File: src/rtl/time_disp_pkg.sv
// Shared constants for the multiplexed time display: segment codes, mode encoding,
// digit count and the binary/BCD helpers used on the snapshot values.
package time_disp_pkg;

    typedef enum logic {
        MODE_24H = 1'b0,
        MODE_12H = 1'b1
    } mode_e;

    localparam int unsigned NUM_DIGITS = 6;

    localparam logic [3:0] CODE_DASH  = 4'd10;
    localparam logic [3:0] CODE_BLANK = 4'd15;

    // Active-low {g,f,e,d,c,b,a}
    localparam logic [6:0] SEG_0     = 7'h40;
    localparam logic [6:0] SEG_1     = 7'h79;
    localparam logic [6:0] SEG_2     = 7'h24;
    localparam logic [6:0] SEG_3     = 7'h30;
    localparam logic [6:0] SEG_4     = 7'h19;
    localparam logic [6:0] SEG_5     = 7'h12;
    localparam logic [6:0] SEG_6     = 7'h02;
    localparam logic [6:0] SEG_7     = 7'h78;
    localparam logic [6:0] SEG_8     = 7'h00;
    localparam logic [6:0] SEG_9     = 7'h10;
    localparam logic [6:0] SEG_DASH  = 7'h3F;
    localparam logic [6:0] SEG_BLANK = 7'h7F;

    function automatic logic [3:0] bcd_tens(input logic [5:0] v);
        logic [5:0] q;
        q = v / 6'd10;
        return q[3:0];
    endfunction

    function automatic logic [3:0] bcd_units(input logic [5:0] v);
        logic [5:0] r;
        r = v % 6'd10;
        return r[3:0];
    endfunction

    // Midnight reads 12, afternoon hours fold down by twelve
    function automatic logic [4:0] disp_hour(input logic [4:0] h, input logic twelve);
        logic [4:0] d;
        if (!twelve) begin
            d = h;
        end else if (h == 5'd0) begin
            d = 5'd12;
        end else if (h > 5'd12) begin
            d = h - 5'd12;
        end else begin
            d = h;
        end
        return d;
    endfunction

endpackage

File: src/rtl/seg7_decode.sv
// Digit code to active-low 7-segment pattern; code 10 is a dash, 15 (and any
// other unused code) is blank.
module seg7_decode
    import time_disp_pkg::*;
(
    input  logic [3:0] code,
    output logic [6:0] seg
);

    // Pure lookup from digit code to segment pattern
    always_comb begin
        seg = SEG_BLANK;
        case (code)
            4'd0:    seg = SEG_0;
            4'd1:    seg = SEG_1;
            4'd2:    seg = SEG_2;
            4'd3:    seg = SEG_3;
            4'd4:    seg = SEG_4;
            4'd5:    seg = SEG_5;
            4'd6:    seg = SEG_6;
            4'd7:    seg = SEG_7;
            4'd8:    seg = SEG_8;
            4'd9:    seg = SEG_9;
            4'd10:   seg = SEG_DASH;
            default: seg = SEG_BLANK;
        endcase
    end

endmodule

File: src/rtl/time_disp_scan.sv
// Six-digit HH MM SS scanner for a multiplexed 7-segment display, with a 12h/24h
// mode and a frame-coherent snapshot. Define BLINK_COLON_EN to blink dp as a colon.
module time_disp_scan
    import time_disp_pkg::*;
#(
    parameter int SCAN_DIV_W = 17
) (
    input  logic       Clk,
    input  logic       Rst,
    input  logic [4:0] hour,
    input  logic [5:0] minute,
    input  logic [5:0] second,
    input  logic [1:0] mode,
    output logic [7:0] an,
    output logic [6:0] seg,
    output logic       dp,
    output logic       pm
);

    logic [SCAN_DIV_W-1:0] cnt_r;
    logic [2:0]            idx_r;
    logic [4:0]            hour_snap_r;
    logic [5:0]            min_snap_r;
    logic [5:0]            sec_snap_r;
    mode_e                 mode_snap_r;
    logic [7:0]            an_r;
    logic [6:0]            seg_r;
    logic                  pm_r;

    logic                  tick_s;
    logic                  valid_s;
    logic [5:0]            dhour_s;
    logic [3:0]            hour_tens_s;
    logic [3:0]            code_s;
    logic [6:0]            seg_dec_s;
    logic                  pm_next_s;
    logic                  mode_unused_s;

    assign mode_unused_s = mode[1];
    assign tick_s        = &cnt_r;
    assign valid_s       = (hour_snap_r <= 5'd23) && (min_snap_r <= 6'd59) && (sec_snap_r <= 6'd59);
    assign dhour_s       = {1'b0, disp_hour(hour_snap_r, mode_snap_r == MODE_12H)};
    assign hour_tens_s   = bcd_tens(dhour_s);
    assign pm_next_s     = mode[0] && (hour >= 5'd12) && (hour <= 5'd23)
                           && (minute <= 6'd59) && (second <= 6'd59);

    // Select the digit code for the current scan index from the snapshot
    always_comb begin
        code_s = CODE_BLANK;
        if (!valid_s) begin
            code_s = CODE_DASH;
        end else begin
            case (idx_r)
                3'd0: code_s = bcd_units(sec_snap_r);
                3'd1: code_s = bcd_tens(sec_snap_r);
                3'd2: code_s = bcd_units(min_snap_r);
                3'd3: code_s = bcd_tens(min_snap_r);
                3'd4: code_s = bcd_units(dhour_s);
                3'd5: begin
                    if ((mode_snap_r == MODE_12H) && (hour_tens_s == 4'd0)) begin
                        code_s = CODE_BLANK;
                    end else begin
                        code_s = hour_tens_s;
                    end
                end
                default: code_s = CODE_BLANK;
            endcase
        end
    end

    seg7_decode u_seg7_decode (
        .code (code_s),
        .seg  (seg_dec_s)
    );

    // Prescaler, scan index, frame snapshot and registered digit drive
    always_ff @(posedge Clk) begin
        if (Rst) begin
            cnt_r       <= '0;
            idx_r       <= 3'd0;
            hour_snap_r <= 5'd0;
            min_snap_r  <= 6'd0;
            sec_snap_r  <= 6'd0;
            mode_snap_r <= MODE_24H;
            an_r        <= 8'hFF;
            seg_r       <= 7'h7F;
            pm_r        <= 1'b0;
        end else begin
            cnt_r <= cnt_r + {{(SCAN_DIV_W-1){1'b0}}, 1'b1};
            if (tick_s) begin
                an_r  <= ~(8'd1 << idx_r);
                seg_r <= seg_dec_s;
                if (idx_r == 3'd5) begin
                    // Last digit of the frame is shown from the old snapshot while the new one loads
                    idx_r       <= 3'd0;
                    hour_snap_r <= hour;
                    min_snap_r  <= minute;
                    sec_snap_r  <= second;
                    mode_snap_r <= mode_e'(mode[0]);
                    pm_r        <= pm_next_s;
                end else begin
                    idx_r <= idx_r + 3'd1;
                end
            end
        end
    end

`ifdef BLINK_COLON_EN
    logic dp_r;

    // Colon dots on the minute and hour units digits, lit on even seconds
    always_ff @(posedge Clk) begin
        if (Rst) begin
            dp_r <= 1'b1;
        end else if (tick_s) begin
            dp_r <= !(((idx_r == 3'd2) || (idx_r == 3'd4)) && !sec_snap_r[0]);
        end
    end

    assign dp = dp_r;
`else
    assign dp = 1'b1;
`endif

    assign an  = an_r;
    assign seg = seg_r;
    assign pm  = pm_r;

endmodule

File: config.mk
export PLATFORM = sky130hd
export DESIGN_NAME = time_disp_scan
export DESIGN_NICKNAME = d
export VERILOG_FILES = /design/src/rtl/time_disp_pkg.sv /design/src/rtl/seg7_decode.sv /design/src/rtl/time_disp_scan.sv
export SDC_FILE = /design/constraint.sdc
export NUM_CORES = 1
export LEC_CHECK = 0
export CORE_UTILIZATION = 55
export CTS_BUF_LIST = sky130_fd_sc_hd__clkbuf_4 sky130_fd_sc_hd__clkbuf_8
export DETAILED_ROUTE_END_ITERATION = 8
export GPL_ROUTABILITY_DRIVEN = 0
export GPL_TIMING_DRIVEN = 0
export PLACE_DENSITY = 0.88
export SKIP_CTS_REPAIR_TIMING = 1
export SLEW_MARGIN = 20
export SYNTH_ARGS = -nofsm -noshare
export SYNTH_HDL_FRONTEND = slang
export SYNTH_HIERARCHICAL = 1
export SYNTH_SLANG_ARGS = --single-unit
File: constraint.sdc
create_clock -name Clk -period 8.7 [get_ports Clk]
set_input_delay 0.87 -clock Clk [delete_from_list [all_inputs] [get_ports Clk]]
set_output_delay 0.87 -clock Clk [all_outputs]
set_load 0.02 [all_outputs]
==> results.yml <==
outcome:
  status: "complete, no violations"
worst_hold_path:
  hold_depth: 2
  hold_path.class: "flop to flop"
  hold_end: "pm"
  hold_start: "pm"
flow_run:
  max-cap-violations: 0
place:
  dp.cells: 569
  portBuffers: 34
  dp_hpwl_um: 6340
  dpl_cell_area_um2: 4000
  dp_slack_ns: 3.74
worst_setup_path:
  reg2reg_slack_ns: 3.59
  worstSetupPathType: "flop to flop"
  r2r_start: "idx_r[1]"
  end_kind: "flop"
  cp_common_cell: "ha_1"
  cp_slowest_stage_delay_ns: 0.49
  crit_required_ns: 8.91
  cp_top_family: "buffers and inverters"
  cp_slowest_cell: "dfxtp_1"
  cp.arrival_ns: 5.32
  reg2reg_to: "seg[1]"
  r2r_cells: 20
  crit_fanout: 10
  start_kind: "flop"
  crit_buf_inv: 5
  worstPathCellList: "buf_2 > buf_2 > and2_1 > ha_1 > clkbuf_1 > mux2_2 > clkbuf_1 > nor2_1 > a21oi_1 > ha_1 > nor2b_1 > o22ai_1 > nor2_1 > a2111oi_0 > nand3_1 > inv_1 > ha_1 > o21ai_1 > o21ai_1 > a211o_1"
global_routing:
  grt.overflow.total: 0
  met3_usage_pct: 3.74
  busiest_layer: "met2"
  grt_use_total_pct: 26.8
  antenna_found_initial: 0
  use_met1_pct: 36.2
  grt_pass1_wl_um: 14200
  met2_usage_pct: 43.5
  grt_start_max_net_pins: 17
  grt_pass1_vias: 3082
pwr:
  ir_drop_mv: 0.0648
  power.density_nw_per_um2: 106
  power_mw: 0.436
  p_leak_nw: 1.47
floorplanning:
  die_area_um2: 6810
  io_pins: 38
  initial_core_util_pct: 58.5
  fp.dieH_um: 82.5
  rows: 28
  dieWidth_um: 82.5
  core-area_um2: 6100
timing:
  layout_setup_ws_ns: 3.59
  maxSlewViolCount: 0
  holdWs_ns: 0.465
  skew_ns: 0.0102
  hold_viol: 0
  relSlewSlack_pct: 43.7
  period_needed_ns: 5.11
  worst_slew_pin_slew_ns: 0.831
  finalCritPeriodShare_pct: 58.7
  max_freq_mhz: 196
  fin_setup_tns_ns: 0
  finalSetupViolations: 0
  rsz0062_at_grt: "false"
final_layout:
  diodes: 0
  final_area_um2: 4110
  final_util_pct: 67.4
  syn2layout_area_growth_pct: 15.2
  seq_area_um2: 1080
  multi_input_area_um2: 2300
  final_cells: 576
  fill_cells: 520
  num-nets-final: 540
  drive_gt1_share_pct: 7.58
synthesis:
  synthesis.nets: 499
  ys_async_sr_fraction_pct: 0
  synth_top_area_share_pct: 30.3
  syn-cell-area_um2: 3570
  syn_avg_cell_area_um2: 7.75
  seq_area_frac_synth_pct: 30.3
  synth_area_leaders: "dfxtp_1 30%, nand2_1 7.1%, ha_1 6.3%"
  synth_common_cells: "67 x nand2_1, 54 x dfxtp_1, 46 x nor2_1"
  synth_edf_count: 0
  synthDistinctLibCells: 72
  ys_seq_elements: 54
  yosysWarnings: 6
  yosysTopAreaCell: "dfxtp_1"
  ys.flop_type: "dfxtp_1"
  synth_most_common_cell: "nand2_1"
  synthCells: 460
clock_network:
  h-tree-depth: 2
  root_buffer: "clkbuf_8"
  clock_latency_ns: 0.31
  tritoncts: "done"
  cts.clk_slew.worst_paths_ns: 0.10
  numClockSinks: 54
  cts-buffers-inserted: 5
  clockBufferDepth: 2
routing:
  post_drt_wl_per_cell_um: 14.7
  drc_errors: 0
  drt_iter0_markers: 268
  num_vias: 3348
  vias_per_cell: 5.81
  wirelength_um: 8490
  dr.pass1.iters: 5
  ant_nets: 0
==> logic make-up after synthesis <==
family / synth area share [%]
fa+ha+maj: 6.32
compound gates: 22.7
buf+inv: 5.05
simple gates: 30.0
other cells: 0.105
xor+xnor: 3.44
mux: 2.11
flops: 30.3
==> report_power, final <==
group / leakage [nW] / total [mW] / internal (mW) / switching [mW]
clock network: 0.0542 / 0.168 / 0.0848 / 0.0832
logic: 0.976 / 0.0184 / 0.0101 / 0.00833
registers: 0.436 / 0.249 / 0.248 / 0.00100
==> final cells by class <==
type | count | area share (%)
Multi-Input combinational cell | 368 | 56.1
Sequential cell | 54 | 26.3
Timing Repair Buffer | 34 | 8.29
Buffer | 27 | 3.26
Tap cell | 75 | 2.28
Clock buffer | 5 | 1.68
Inverter | 11 | 1.13
Clock inverter | 2 | 0.944
==> metal layers <==
| metal | wire, um | vias to the layer above |
|---|---|---|
| met5 | 0 | - |
| met4 | 169 | 0 |
| met3 | 461 | 16 |
| met2 | 3890 | 110 |
| met1 | 3960 | 1531 |
| li1 | - | 1691 |
==> cell usage in the layout (no fill, tap or decap), types with 4 or more instances in the layout <==
master            n
o21ai_1           7
nor2b_1          18
xnor2_1           5
o21ai_0          20
nand2_1          67
nor3_1            8
mux2_2            4
nor3b_1           5
xor2_1            9
dfxtp_1          54
clkbuf_8          5
inv_1            10
a211o_1           9
nor2_1           46
buf_2             5
o21bai_1          4
nand2b_1         13
clkdlybuf4s50_1  34
a31oi_1           5
nand4_1           6
clkbuf_1         16
ha_1             18
a21oi_1          37
or3_1             4
o211ai_1          4
nand3_1          16
==> tightest hold or removal path, cell delays in order (launching register included) <==
cell and delay (ns):
dfxtp_1 0.32, nand2_1 0.05, a21oi_1 0.05
==> flip-flops by register name (all words and copies together), names as in the netlist <==
register	count
an	8
cnt_r	17
hour_snap_r	5
idx_r	3
min_snap_r	6
mode_snap_r	1
pm	1
sec_snap_r	6
seg	7
==> how the worst max path moves through the flow <==
stage                   to     start  depth (start not counted)  slack, ns
global route        seg[5]  idx_r[1]                         21       3.27
detailed placement  seg[1]  idx_r[1]                         20       3.74
global placement    seg[1]  idx_r[1]                         20       4.00
CTS                 seg[1]  idx_r[1]                         20       3.71
floorplan           seg[1]  idx_r[1]                         20       4.62
finish              seg[1]  idx_r[1]                         20       3.59
Note: power is estimated with default switching activity, not from simulation.
